--- src/rtl/bus_pkg.sv ---
// Shared definitions for the data bus arbiter: FSM state codes, master IDs
// and the MemLen access-size codes carried through to the slaves.
package bus_pkg;

  localparam logic [1:0] ST_IDLE   = 2'd0;
  localparam logic [1:0] ST_ACCESS = 2'd1;
  localparam logic [1:0] ST_RESP   = 2'd2;

  localparam logic M0 = 1'b0;
  localparam logic M1 = 1'b1;

  typedef enum logic [2:0] {
    LEN_BYTE   = 3'd0,
    LEN_HALF   = 3'd1,
    LEN_WORD   = 3'd2,
    LEN_BYTE_U = 3'd4,
    LEN_HALF_U = 3'd5
  } mem_len_e;

endpackage

--- src/rtl/data_bus_arbiter_if.sv ---
// One master port of the data bus arbiter: request fields, grant,
// completion pulse and read data.
interface data_bus_arbiter_if #(
  parameter int WIDTH = 32,
  parameter int LEN_W = 3
);
  logic             req;
  logic             we;
  logic [WIDTH-1:0] addr;
  logic [WIDTH-1:0] wdata;
  logic [LEN_W-1:0] len;
  logic             gnt;
  logic             ack;
  logic [WIDTH-1:0] rdata;

  modport master (output req, we, addr, wdata, len, input gnt, ack, rdata);
  modport slave  (input req, we, addr, wdata, len, output gnt, ack, rdata);
endinterface

--- src/rtl/rr_arb2.sv ---
// Two-way round-robin picker: a lone requester wins, a tie goes to the
// master that did not win last time.
module rr_arb2
  import bus_pkg::*;
(
  input  logic [1:0] req,
  input  logic       last,
  output logic [1:0] gnt
);

  always_comb begin
    // NOTE: default assignment first so no path leaves gnt unassigned (no latch).
    gnt = 2'b00;
    case (req)
      2'b01:   gnt = 2'b01;
      2'b10:   gnt = 2'b10;
      2'b11:   gnt = (last == M1) ? 2'b01 : 2'b10;
      default: gnt = 2'b00;
    endcase
  end

endmodule

--- src/rtl/data_bus_arbiter.sv ---
// Shares data_mem / io between two masters, one transaction at a time.
// Optional build macro ARB_STATS_EN adds grant and conflict counters.
module data_bus_arbiter
  import bus_pkg::*;
#(
  parameter int WIDTH     = 32,
  parameter int DATA_SIZE = 256,
  parameter int LEN_W     = 3
) (
  input  logic             clk,
  input  logic             rst,
  data_bus_arbiter_if.slave m0,
  data_bus_arbiter_if.slave m1,
  output logic             mem_ce,
  output logic             mem_rd,
  output logic             mem_wr,
  output logic             io_wr,
  output logic [WIDTH-1:0] bus_addr,
  output logic [WIDTH-1:0] bus_wdata,
  output logic [LEN_W-1:0] bus_len,
  input  logic [WIDTH-1:0] mem_rdata,
  input  logic [WIDTH-1:0] io_rdata
`ifdef ARB_STATS_EN
  ,
  output logic [WIDTH-1:0] stat_gnt0,
  output logic [WIDTH-1:0] stat_gnt1,
  output logic [WIDTH-1:0] stat_conflict
`endif
);

  logic [1:0]       state;
  logic             last;
  logic             cur_id;
  logic             cur_we;
  logic [WIDTH-1:0] rdata_q;
  logic [1:0]       req;
  logic [1:0]       arb_gnt;
  logic [1:0]       gnt;
  logic             access;
  logic             is_mem;

  assign req = {m1.req, m0.req};

  rr_arb2 u_arb (
    .req  (req),
    .last (last),
    .gnt  (arb_gnt)
  );

  assign gnt    = (state == ST_IDLE) ? arb_gnt : 2'b00;
  assign m0.gnt = gnt[0];
  assign m1.gnt = gnt[1];

  // Full-width compare: high address bits must not alias into the mem region.
  assign access = (state == ST_ACCESS);
  assign is_mem = (bus_addr < WIDTH'(DATA_SIZE));
  assign mem_ce = access && is_mem;
  assign mem_rd = access && is_mem && !cur_we;
  assign mem_wr = access && is_mem && cur_we;
  assign io_wr  = access && !is_mem && cur_we;

  assign m0.ack   = (state == ST_RESP) && (cur_id == M0);
  assign m1.ack   = (state == ST_RESP) && (cur_id == M1);
  assign m0.rdata = rdata_q;
  assign m1.rdata = rdata_q;

  always_ff @(posedge clk) begin
    // NOTE: non-blocking assignments so every register samples pre-edge values.
    if (rst) begin
      state     <= ST_IDLE;
      last      <= M1;
      cur_id    <= M0;
      cur_we    <= 1'b0;
      bus_addr  <= '0;
      bus_wdata <= '0;
      bus_len   <= '0;
      rdata_q   <= '0;
    end else begin
      case (state)
        ST_IDLE: begin
          if (gnt != 2'b00) begin
            cur_id    <= gnt[1] ? M1 : M0;
            last      <= gnt[1] ? M1 : M0;
            cur_we    <= gnt[1] ? m1.we    : m0.we;
            bus_addr  <= gnt[1] ? m1.addr  : m0.addr;
            bus_wdata <= gnt[1] ? m1.wdata : m0.wdata;
            bus_len   <= gnt[1] ? m1.len   : m0.len;
            state     <= ST_ACCESS;
          end
        end
        ST_ACCESS: begin
          // Writes return zero so a stale read value never leaks into an ack.
          rdata_q <= cur_we ? '0 : (is_mem ? mem_rdata : io_rdata);
          state   <= ST_RESP;
        end
        ST_RESP: state <= ST_IDLE;
        default: state <= ST_IDLE;
      endcase
    end
  end

`ifdef ARB_STATS_EN
  always_ff @(posedge clk) begin
    if (rst) begin
      stat_gnt0     <= '0;
      stat_gnt1     <= '0;
      stat_conflict <= '0;
    end else begin
      if (gnt[0]) stat_gnt0 <= stat_gnt0 + 1'b1;
      if (gnt[1]) stat_gnt1 <= stat_gnt1 + 1'b1;
      if (state == ST_IDLE && req == 2'b11) stat_conflict <= stat_conflict + 1'b1;
    end
  end
`endif

endmodule

--- src/flat_wrapper.sv ---
// flat-port wrapper written by rule: the top's interface ports become plain ports
module data_bus_arbiter_flat import bus_pkg::*;
#(
  parameter int WIDTH     = 32,
  parameter int DATA_SIZE = 256,
  parameter int LEN_W     = 3
)
  (clk, rst, mem_ce, mem_rd, mem_wr, io_wr, bus_addr, bus_wdata, bus_len, mem_rdata, io_rdata, m0_req, m0_we, m0_addr, m0_wdata, m0_len, m0_gnt, m0_ack, m0_rdata, m1_req, m1_we, m1_addr, m1_wdata, m1_len, m1_gnt, m1_ack, m1_rdata);
  data_bus_arbiter_if #(.WIDTH(WIDTH), .LEN_W(LEN_W)) m0_i ();
  data_bus_arbiter_if #(.WIDTH(WIDTH), .LEN_W(LEN_W)) m1_i ();
  input  logic clk;
  input  logic rst;
  output logic mem_ce;
  output logic mem_rd;
  output logic mem_wr;
  output logic io_wr;
  output logic [WIDTH-1:0] bus_addr;
  output logic [WIDTH-1:0] bus_wdata;
  output logic [LEN_W-1:0] bus_len;
  input  logic [WIDTH-1:0] mem_rdata;
  input  logic [WIDTH-1:0] io_rdata;
  input wire logic [$bits(m0_i.req)-1:0] m0_req;
  input wire logic [$bits(m0_i.we)-1:0] m0_we;
  input wire logic [$bits(m0_i.addr)-1:0] m0_addr;
  input wire logic [$bits(m0_i.wdata)-1:0] m0_wdata;
  input wire logic [$bits(m0_i.len)-1:0] m0_len;
  output wire logic [$bits(m0_i.gnt)-1:0] m0_gnt;
  output wire logic [$bits(m0_i.ack)-1:0] m0_ack;
  output wire logic [$bits(m0_i.rdata)-1:0] m0_rdata;
  input wire logic [$bits(m1_i.req)-1:0] m1_req;
  input wire logic [$bits(m1_i.we)-1:0] m1_we;
  input wire logic [$bits(m1_i.addr)-1:0] m1_addr;
  input wire logic [$bits(m1_i.wdata)-1:0] m1_wdata;
  input wire logic [$bits(m1_i.len)-1:0] m1_len;
  output wire logic [$bits(m1_i.gnt)-1:0] m1_gnt;
  output wire logic [$bits(m1_i.ack)-1:0] m1_ack;
  output wire logic [$bits(m1_i.rdata)-1:0] m1_rdata;
  assign m0_i.req = m0_req;
  assign m0_i.we = m0_we;
  assign m0_i.addr = m0_addr;
  assign m0_i.wdata = m0_wdata;
  assign m0_i.len = m0_len;
  assign m0_gnt = m0_i.gnt;
  assign m0_ack = m0_i.ack;
  assign m0_rdata = m0_i.rdata;
  assign m1_i.req = m1_req;
  assign m1_i.we = m1_we;
  assign m1_i.addr = m1_addr;
  assign m1_i.wdata = m1_wdata;
  assign m1_i.len = m1_len;
  assign m1_gnt = m1_i.gnt;
  assign m1_ack = m1_i.ack;
  assign m1_rdata = m1_i.rdata;
  data_bus_arbiter #(.WIDTH(WIDTH), .DATA_SIZE(DATA_SIZE), .LEN_W(LEN_W)) u_core (.clk(clk), .rst(rst), .m0(m0_i), .m1(m1_i), .mem_ce(mem_ce), .mem_rd(mem_rd), .mem_wr(mem_wr), .io_wr(io_wr), .bus_addr(bus_addr), .bus_wdata(bus_wdata), .bus_len(bus_len), .mem_rdata(mem_rdata), .io_rdata(io_rdata));
endmodule
--- config.mk ---
export PLATFORM = sky130hd
export DESIGN_NAME = data_bus_arbiter_flat
export DESIGN_NICKNAME = d
export VERILOG_FILES = /design/src/rtl/bus_pkg.sv /design/src/rtl/data_bus_arbiter_if.sv /design/src/rtl/rr_arb2.sv /design/src/rtl/data_bus_arbiter.sv /design/src/flat_wrapper.sv
export SDC_FILE = /design/constraint.sdc
export NUM_CORES = 1
export LEC_CHECK = 0
export BUFFER_PORTS_ARGS = -buffer_cell sky130_fd_sc_hd__clkbuf_2
export CAP_MARGIN = 15
export CORE_AREA = 4 4 132 134
export DETAILED_ROUTE_END_ITERATION = 16
export DIE_AREA = 0 0 136 138
export GPL_ROUTABILITY_DRIVEN = 1
export PLACE_DENSITY = 0.57
export REMOVE_ABC_BUFFERS = 1
export SLEW_MARGIN = 10
export SYNTH_ARGS = -nofsm -noshare
export SYNTH_HDL_FRONTEND = slang
export SYNTH_SLANG_ARGS = --single-unit
--- constraint.sdc ---
create_clock -name clk -period 4.5 [get_ports clk]
set_input_delay 0.225 -clock clk [delete_from_list [all_inputs] [get_ports clk]]
set_output_delay 0.225 -clock clk [all_outputs]
set_load 0.1 [all_outputs]
==> results.py <==
metrics = {
    "outcome": {
        "outcome": "completed",
    },
    "setup_path": {
        "path_cells": "nor4_1, nand2_1, nor4_1, nor2b_1, clkbuf_2",
        "arrival_ns": 2.46,
        "crit_fanout": 3,
        "cpMostUsedCell": "nor4_1",
        "worstSetupPathType": "reg -> out",
        "critPathTopFamily": "simple AND/OR/NAND/NOR gates",
        "cp_slowest_stage_delay_ns": 0.57,
        "crit_path_end_kind": "primary output",
        "start_kind": "flop",
        "critPathSlowestCell": "nor4_1",
        "path_buf_inv": 1,
        "required_ns": 4.28,
    },
    "die": {
        "initial_core_util_pct": 28.8,
        "ioPinCount": 343,
        "die_area_um2": 18800,
        "die_w_um": 136,
        "rows": 47,
        "core-area_um2": 16300,
        "die_h_um": 138,
    },
    "power": {
        "p_int_uw": 1710,
        "switching_share_pct": 47.4,
        "leakage_uw": 0.00314,
        "irDropWorstVdd_mv": 0.175,
        "pwr-share-seq_pct": 33.3,
        "pwr_density_cell_nw_per_um2": 493,
        "combPwrFrac_pct": 40.8,
        "power_frac_clock_pct": 25.8,
        "total_power_uw": 3250,
        "switching_power_uw": 1540,
    },
    "yosys": {
        "synth_cells": 583,
        "synth-seq-cells": 104,
        "ys.warnings.count": 0,
        "yosysSeqAreaShare_pct": 44.4,
        "syn_area_per_cell_um2": 8.04,
        "syn_area_um2": 4680,
        "ys_types": 25,
    },
    "global_routing": {
        "grt_use_total_pct": 18.1,
        "antenna_found_initial": 0,
        "grt-ovfl-total": 0,
        "grt_max_degree": 74,
        "grt_pass1_vias": 4885,
        "grt_pass1_wl_um": 26900,
    },
    "min_path": {
        "hold_path.class": "in -> reg",
    },
    "routing": {
        "ant_nets": 0,
        "initialDrtViolationCount": 198,
        "vias_per_cell": 4.63,
        "via_count": 5038,
        "drt_wl_total_um": 17700,
        "wl_per_cell_um": 16.2,
        "drc_errors": 0,
        "drt_pass1_iterations": 4,
    },
    "final_layout": {
        "nets": 1068,
        "syn_to_final_growth_pct": 40.8,
        "drive_above_1_share_pct": 42.5,
        "antenna_cells": 0,
    },
    "clocking": {
        "htreeDepth": 3,
        "ctsHoldBuffers": 0,
        "cts_tree": "done",
        "clockBufferDepth": 2,
        "post-cts-setup-buffers": 0,
        "clk_pin_slew_ns": 0.08,
        "clockRootBuffer": "clkbuf_16",
        "cts_sinks": 104,
        "cts_buffers": 9,
        "ctsResizeCount": 0,
        "insertion_delay_ns": 0.35,
    },
    "sta": {
        "drv_slew": 0,
        "rsz0062_at_grt": "no",
        "worst_pin_slew_ns": 1.11,
        "finalSetupViolCount": 0,
        "max_slew_margin_pct": 26.3,
        "worst_clock_skew_ns": 0.0138,
        "finalCritPeriodShare_pct": 59.6,
        "max_freq_mhz": 373,
        "period_needed_ns": 2.68,
        "final_hold_viol_count": 0,
        "fin_tns_setup_ns": 0,
        "finalHoldWorstSlack_ns": 0.109,
    },
    "flow_run": {
        "maxCapViolations": 0,
    },
    "placement": {
        "detailed_place_hpwl_um": 13200,
        "port_buffers": 342,
        "routabilityCongestion": 0.774,
    },
}
-- worst paths after layout --
check                        end                start  cells past startpoint  slack, ns
max reg2reg  u_core.bus_wdata[3]      u_core.state[0]                      4       2.14
min           u_core.bus_addr[1]           m0_addr[1]                      3       0.11
min reg2reg  u_core.m0.rdata[27]  u_core.m0.rdata[27]                      2       0.46
max                       mem_rd  u_core.bus_addr[20]                      5       1.82
-- per-stage QoR --
step                      instances  utilization [%]  setup WS [ns]  cell area [um^2]
after floorplan                 505                -          -1.44              4230
after global placement         1073             38.6           2.10              6280
after detailed placement       1073             38.6           2.07              6280
after CTS                      1089             40.5           1.68              6600
after global routing           1089             40.5           1.61              6600
final                          1089             40.5           1.82              6600
-- layout make-up --
class	instances	area [um^2]
Clock buffer	11	253
Clock inverter	5	61.3
Fill cell	1691	9690
Inverter	2	7.51
Multi-Input combinational cell	399	2160
Sequential cell	104	2080
Tap cell	220	275
Timing Repair Buffer	348	1760
-- synth_stat cells --
library cell / n / share of area (%)
buf_2: 2 / 0.21
or3_1: 1 / 0.13
mux2i_1: 32 / 6.8
nor4_1: 7 / 0.93
buf_4: 33 / 5.3
buf_8: 3 / 0.96
a311oi_1: 68 / 13
o21ai_1: 29 / 3.1
nor3_4: 1 / 0.35
nor2_1: 73 / 5.8
clkinv_1: 1 / 0.080
nor2b_1: 2 / 0.27
nand2_1: 173 / 14
o21ai_0: 3 / 0.32
nor3b_1: 1 / 0.16
nand2b_1: 2 / 0.27
and3b_1: 1 / 0.19
inv_1: 1 / 0.080
buf_1: 1 / 0.080
nand3_1: 2 / 0.21
dfxtp_1: 104 / 44
a21oi_1: 2 / 0.21
a211o_1: 1 / 0.19
and2_1: 1 / 0.13
clkbuf_1: 39 / 3.1
-- layer usage --
layer	vias to the layer above	track usage [%]	wire length, um
met2	221	30.4	8710
met3	29	5.45	1660
met1	2240	21.4	6790
met5	-	0	0
met4	0	7.27	521
li1	2548	-	-
-- sequential cells by signal, indices dropped and copies added, names as in the netlist --
signal / count
u_core.bus_wdata: 32
u_core.bus_addr: 32
u_core.state: 2
u_core.m0.rdata: 32
u_core.bus_len: 3
u_core.cur_we: 1
u_core.last: 1
u_core.cur_id: 1
-- power by group through the flow --
stage / clock network (uW) / registers, uW / logic (uW)
floorplan: 0 / 1900 / 251
global placement: 0 / 1100 / 1340
detailed placement: 0 / 1110 / 1340
CTS: 866 / 1090 / 1340
global route: 904 / 1100 / 1400
finish: 840 / 1090 / 1330
-- tightest hold or removal path: cells and delay by family --
kind,cells,cell delay (ns)
simple gates,1,0.04
compound gates,1,0.07
buf+inv,1,0.08
-- cells in the final DEF (no fill, tap or decap), types with 2 or more instances in the layout --
cell | Yosys | routed
o21ai_1 | 29 | 29
clkbuf_2 | 0 | 342
nor2_1 | 73 | 72
nand2b_1 | 2 | 2
clkbuf_8 | 0 | 2
a21oi_1 | 2 | 2
nor2b_1 | 2 | 2
nand2_1 | 173 | 173
mux2i_1 | 32 | 32
inv_6 | 0 | 3
buf_4 | 33 | 6
dfxtp_1 | 104 | 104
clkbuf_16 | 0 | 9
o21ai_0 | 3 | 3
nor4_1 | 7 | 7
a311oi_1 | 68 | 68
-- cell families after synthesis --
kind of cell	share of synthesized area, %
and+or+nand+nor	22.4
DFF	44.4
AOI/OAI and AO/OA	16.5
buffers and inverters	9.83
muxes	6.84
Power figures use the tool's default switching activity.
